$ cat src/rtl/binary_ram_arbiter.sv
// Two-port round-robin sequencer for an array of binary_cell words.
// Each access runs SETUP -> ACCESS -> HOLD so chip-select never overlaps a strobe or data edge.
module binary_ram_arbiter #(
    parameter int unsigned WIDTH = 8,
    parameter int unsigned DEPTH = 16,
    parameter int unsigned AW    = 4
) (
    input  logic             clk,
    input  logic             rst_n,
    input  logic             req0,
    input  logic             req1,
    input  logic             we0,
    input  logic             we1,
    input  logic [AW-1:0]    addr0,
    input  logic [AW-1:0]    addr1,
    input  logic [WIDTH-1:0] wdata0,
    input  logic [WIDTH-1:0] wdata1,
    output logic             ack0,
    output logic             ack1,
    output logic [WIDTH-1:0] rdata0,
    output logic [WIDTH-1:0] rdata1,
    output logic             err0,
    output logic             err1,
    output logic             busy,
    output logic [DEPTH-1:0] mem_cs,
    output logic             mem_rd_wr,
    output logic [WIDTH-1:0] mem_wr_data,
    input  logic [WIDTH-1:0] mem_rd_data
);

    typedef enum logic [1:0] {
        IDLE   = 2'd0,
        SETUP  = 2'd1,
        ACCESS = 2'd2,
        HOLD   = 2'd3
    } state_e;

    state_e             state_q, state_d;
    logic               port_q, port_d;
    logic               last_q, last_d;
    logic               we_q, we_d;
    logic [AW-1:0]      addr_q, addr_d;
    logic [WIDTH-1:0]   wdata_q, wdata_d;
    logic               in_range_c;

    logic               ack0_q, ack0_d, ack1_q, ack1_d;
    logic               err0_q, err0_d, err1_q, err1_d;
    logic [WIDTH-1:0]   rdata0_q, rdata0_d, rdata1_q, rdata1_d;
    logic               busy_q, busy_d;
    logic [DEPTH-1:0]   cs_q, cs_d;
    logic               rd_wr_q, rd_wr_d;
    logic [WIDTH-1:0]   wr_data_q, wr_data_d;

    // Sequencing, arbitration and request latching; outputs are computed from the next state.
    always_comb begin
        state_d   = state_q;
        port_d    = port_q;
        last_d    = last_q;
        we_d      = we_q;
        addr_d    = addr_q;
        wdata_d   = wdata_q;

        case (state_q)
            IDLE: begin
                if (req0 || req1) begin
                    port_d  = (req0 && req1) ? ~last_q : req1;
                    last_d  = port_d;
                    we_d    = port_d ? we1 : we0;
                    addr_d  = port_d ? addr1 : addr0;
                    wdata_d = port_d ? wdata1 : wdata0;
                    state_d = SETUP;
                end
            end
            SETUP:   state_d = ACCESS;
            ACCESS:  state_d = HOLD;
            HOLD:    state_d = IDLE;
            default: state_d = IDLE;
        endcase

        in_range_c = 32'(addr_d) < DEPTH;

        busy_d    = (state_d != IDLE);
        cs_d      = (state_d == ACCESS && in_range_c) ? (DEPTH'(1) << addr_d) : '0;
        rd_wr_d   = (state_d == IDLE) ? 1'b1 : ~we_d;
        wr_data_d = (state_d == SETUP && we_d) ? wdata_d : wr_data_q;

        ack0_d    = (state_d == HOLD) && !port_d;
        ack1_d    = (state_d == HOLD) &&  port_d;
        err0_d    = ack0_d && !in_range_c;
        err1_d    = ack1_d && !in_range_c;

        // Read data is taken on the edge that leaves ACCESS; out-of-range reads return zero.
        rdata0_d  = rdata0_q;
        rdata1_d  = rdata1_q;
        if (state_q == ACCESS && !we_q) begin
            if (port_q) rdata1_d = in_range_c ? mem_rd_data : '0;
            else        rdata0_d = in_range_c ? mem_rd_data : '0;
        end
    end

    always_ff @(posedge clk or negedge rst_n) begin
        if (!rst_n) begin
            state_q   <= IDLE;
            port_q    <= 1'b0;
            last_q    <= 1'b1;
            we_q      <= 1'b0;
            addr_q    <= '0;
            wdata_q   <= '0;
            ack0_q    <= 1'b0;
            ack1_q    <= 1'b0;
            err0_q    <= 1'b0;
            err1_q    <= 1'b0;
            rdata0_q  <= '0;
            rdata1_q  <= '0;
            busy_q    <= 1'b0;
            cs_q      <= '0;
            rd_wr_q   <= 1'b1;
            wr_data_q <= '0;
        end else begin
            state_q   <= state_d;
            port_q    <= port_d;
            last_q    <= last_d;
            we_q      <= we_d;
            addr_q    <= addr_d;
            wdata_q   <= wdata_d;
            ack0_q    <= ack0_d;
            ack1_q    <= ack1_d;
            err0_q    <= err0_d;
            err1_q    <= err1_d;
            rdata0_q  <= rdata0_d;
            rdata1_q  <= rdata1_d;
            busy_q    <= busy_d;
            cs_q      <= cs_d;
            rd_wr_q   <= rd_wr_d;
            wr_data_q <= wr_data_d;
        end
    end

    assign ack0        = ack0_q;
    assign ack1        = ack1_q;
    assign err0        = err0_q;
    assign err1        = err1_q;
    assign rdata0      = rdata0_q;
    assign rdata1      = rdata1_q;
    assign busy        = busy_q;
    assign mem_cs      = cs_q;
    assign mem_rd_wr   = rd_wr_q;
    assign mem_wr_data = wr_data_q;

endmodule

$ cat config.mk
export PLATFORM = sky130hd
export DESIGN_NAME = binary_ram_arbiter
export DESIGN_NICKNAME = d
export VERILOG_FILES = /design/src/rtl/binary_ram_arbiter.sv
export SDC_FILE = /design/constraint.sdc
export NUM_CORES = 1
export LEC_CHECK = 0
export BUFFER_PORTS_ARGS = -buffer_cell sky130_fd_sc_hd__buf_2
export CORE_AREA = 2 2 64 96
export DETAILED_ROUTE_END_ITERATION = 8
export DIE_AREA = 0 0 66 98
export PLACE_DENSITY = 0.71
export SLEW_MARGIN = 20
export SYNTH_ARGS = -nofsm -noshare
export SYNTH_HDL_FRONTEND = slang
export SYNTH_SLANG_ARGS = --single-unit
$ cat constraint.sdc
create_clock -name clk -period 2.8 [get_ports clk]
set_input_delay 0.14 -clock clk [delete_from_list [all_inputs] [get_ports clk]]
set_output_delay 0.14 -clock clk [all_outputs]
set_load 0.02 [all_outputs]
==> results_dict.tcl <==
set metrics [dict create \
    run_status "finished, final reports clean" \
    n_fill_cell 491 \
    initial_utilization_pct 43.1 \
    io_pins 84 \
    drt-wirelength-per-cell_um 14.6 \
    holdCritPathClass "input pin to register" \
    std_cell_rows 34 \
    slew-limit-headroom_pct 53.1 \
    cts_htree_levels 3 \
    globalplace.congestion 0.775 \
    hold_violations 0 \
    grt_overflow_total 0 \
    final_nets 328 \
    finalSetupViolCount 0 \
    ratio_of_total_power_to_cell_area_mw_per_mm2 1210 \
    final-max-slew-violation-count 0 \
    yosysWarnings 0 \
    drive_above_1_share_pct 45.7 \
    clk_pin_slew_worst_paths_ps 60 \
    rsz_0062_raised_after_global_routing "false" \
    rrSetupSlack_ps 580 \
    global_route_wire_length_before_repair_mm 8.49 \
    final_clock_skew_ps 6.46 \
    synthArstFlopShare_pct 100 \
    drt-initial-drc-count 55 \
    regToRegStartpoint "state_q[0]$_DFF_PN0_" \
    fraction_of_the_yosys_area_taken_by_sequential_cells_pct 62.3 \
    worst_ep_required_time_ps 2980 \
    min_delay_path_depth 2 \
    element_type_at_the_critical_path_start "register" \
    hold_worst_path_end "rdata0[3]$_DFFE_PN0P_" \
    first_global_vias 1791 \
    min_from "mem_rd_data[3]" \
    cts_setup_buffers 0 \
    route.vias.total 1814 \
    worst_slew_pin_slew_ps 704 \
    synth_edf_count 0 \
    synth_cell_types 33 \
    grt_max_degree 31 \
    design.die.area_mm2 0.00647 \
    critPathKind "register to register" \
    crit_path_end_kind "register" \
    worstSkewPairLatency_ps 330 \
    post_synth.cell_area_avg_um2 12.5 \
    dieWidth_um 66 \
    finalWorstPathRequiredPeriod_ps 2220 \
    leakage_nw 1.57 \
    detailedPlacementHpwl_mm 3.89 \
    setup-tns-final_ps 0 \
    syn-instance-count 196 \
    finalWirelength_mm 5.29 \
    hold_buffers 1 \
    syn-cell-area_mm2 0.00246 \
    tritoncts "done" \
    numClockSinks 61 \
    final_period_util_pct 79.4 \
    firstDrtPassIters 4 \
    synth-seq-cells 61 \
    synth-main-ff-cell "sky130_fd_sc_hd__dfrtp_1" \
    antenna_cells_inserted 0 \
    number_of_buffers_created_by_cts 9 \
    die_height_um 98 \
    detail-route-antenna-nets 0 \
    worstRegToRegCells 6 \
    vias_per_cell 5.02 \
    root_driver "sky130_fd_sc_hd__clkbuf_8" \
    antenna_found_initial 0 \
    buffer_ports.inserted 81 \
    max_freq_ghz 0.450 \
    worst_ir_drop_vdd_v 0.000536 \
    cap_violations 0 \
    critical_path_arrival_ps 2410 \
    finalPower_mw 3.83 \
    flow.area_growth_from_synthesis_pct 28.7 \
    grt_usage_pct 17.7 \
    worst_r2r_endpoint "mem_cs[0]$_DFF_PN0_" \
    max_buffers_root_to_sink 2 \
    drt_drc_violations_left 0 \
    critical_path_peak_fanout 12 \
    floorplan.core_area_mm2 0.00570 \
    post_cts_resize_count 0 \
]
## cells by family (layout without fill, tap and decap cells)
| group | after synthesis | after routing | synth area share (%) |
|---|---|---|---|
| mux | 27 | 27 | 12.2 |
| buf+inv | 17 | 109 | 3.31 |
| other cells | 1 | 2 | 0.153 |
| fa+ha+maj | 5 | 5 | 2.55 |
| flops | 61 | 61 | 62.3 |
| simple gates | 49 | 49 | 10.0 |
| compound gates | 36 | 36 | 9.47 |
## placed cells by master (no fill, tap or decap), types with 2 or more instances in the layout
cell	Yosys	routed
sky130_fd_sc_hd__buf_2	5	81
sky130_fd_sc_hd__dfrtp_1	59	59
sky130_fd_sc_hd__mux2_2	23	23
sky130_fd_sc_hd__a21oi_1	20	20
sky130_fd_sc_hd__nor4_1	16	16
sky130_fd_sc_hd__nor2_1	14	14
sky130_fd_sc_hd__nand2_1	13	13
sky130_fd_sc_hd__clkbuf_8	0	10
sky130_fd_sc_hd__ha_1	5	5
sky130_fd_sc_hd__buf_4	3	5
sky130_fd_sc_hd__inv_1	4	4
sky130_fd_sc_hd__mux2i_1	3	3
sky130_fd_sc_hd__a21o_1	3	3
sky130_fd_sc_hd__inv_2	3	3
sky130_fd_sc_hd__o21a_1	2	2
sky130_fd_sc_hd__a22oi_1	2	2
sky130_fd_sc_hd__a31oi_1	2	2
sky130_fd_sc_hd__conb_1	1	2
sky130_fd_sc_hd__bufinv_16	0	2
sky130_fd_sc_hd__dfstp_2	2	2
## final cells by class
type,count,area (um2),area share (%)
Clock inverter,4,72.6,2.30
Timing Repair Buffer,87,453,14.3
Sequential cell,61,1530,48.4
Multi-Input combinational cell,119,850,26.9
Tap cell,72,90.1,2.85
Inverter,7,26.3,0.831
Clock buffer,11,141,4.47
## cell usage after synthesis (2+ instances only)
cell type	number	area, um2
sky130_fd_sc_hd__dfrtp_1	59	1480
sky130_fd_sc_hd__mux2_2	23	259
sky130_fd_sc_hd__a21oi_1	20	100
sky130_fd_sc_hd__nor4_1	16	100
sky130_fd_sc_hd__nor2_1	14	52.6
sky130_fd_sc_hd__nand2_1	13	48.8
sky130_fd_sc_hd__buf_2	5	25.0
sky130_fd_sc_hd__ha_1	5	62.6
sky130_fd_sc_hd__inv_1	4	15.0
sky130_fd_sc_hd__a21o_1	3	22.5
sky130_fd_sc_hd__buf_4	3	22.5
sky130_fd_sc_hd__inv_2	3	11.3
sky130_fd_sc_hd__mux2i_1	3	30.0
sky130_fd_sc_hd__a22oi_1	2	15.0
sky130_fd_sc_hd__a31oi_1	2	12.5
sky130_fd_sc_hd__clkbuf_1	2	7.51
sky130_fd_sc_hd__dfstp_2	2	52.6
sky130_fd_sc_hd__o21a_1	2	15.0
## worst max-delay path by stage
| stage | start | endpoint | depth (start not counted) | slack [ps] |
|---|---|---|---|---|
| after CTS | state_q[0]$_DFF_PN0_ | mem_wr_data[3]$_DFFE_PN0P_ | 6 | 590 |
| after detailed placement | state_q[0]$_DFF_PN0_ | mem_cs[6]$_DFF_PN0_ | 6 | 620 |
| after global placement | state_q[0]$_DFF_PN0_ | mem_wr_data[3]$_DFFE_PN0P_ | 6 | 690 |
| after global routing | state_q[0]$_DFF_PN0_ | mem_cs[9]$_DFF_PN0_ | 6 | 440 |
| after floorplan | state_q[0]$_DFF_PN0_ | mem_wr_data[0]$_DFFE_PN0P_ | 6 | 760 |
| final | state_q[0]$_DFF_PN0_ | mem_cs[0]$_DFF_PN0_ | 6 | 580 |
## registers in the layout, indices dropped and copies added, names as in the netlist
name,count
wdata_q,8
port_q,1
rdata0,8
mem_cs,16
mem_rd_wr,1
addr_q,4
ack0,1
busy,1
rdata1,8
last_q,1
we_q,1
ack1,1
mem_wr_data,8
state_q,2
## metal layers
| metal | routed length (um) | global-route usage, % | share of wire (%) |
|---|---|---|---|
| met1 | 2200 | 21.3 | 42 |
| met2 | 2720 | 28.6 | 51 |
| met3 | 269 | 3.92 | 5.1 |
| met4 | 96 | 10.2 | 1.8 |
| met5 | 0 | 0 | 0 |
## critical path, stage by stage, from the launching register on
cell,delay (ps)
sky130_fd_sc_hd__dfrtp_1,400
sky130_fd_sc_hd__inv_1,130
sky130_fd_sc_hd__ha_1,280
sky130_fd_sc_hd__o21a_1,430
sky130_fd_sc_hd__nor2_1,110
sky130_fd_sc_hd__a22oi_1,600
sky130_fd_sc_hd__nor4_1,110
## per-stage QoR
stage,setup WS [ps],utilization (%),hold slack (ps),cells,area [um2]
after global placement,687,51.5,81.4,345,2940
after floorplan,765,-,-156,197,2460
after CTS,589,55.5,37.9,361,3160
final,576,55.5,48.3,361,3160
after detailed placement,623,51.5,76.6,345,2940
after global routing,435,55.5,46.2,361,3160
## power breakdown
part	internal (mW)	switching [mW]
clock network	0.519	0.316
registers	1.25	0.147
logic	0.612	0.986
Power figures use the tool's default switching activity.
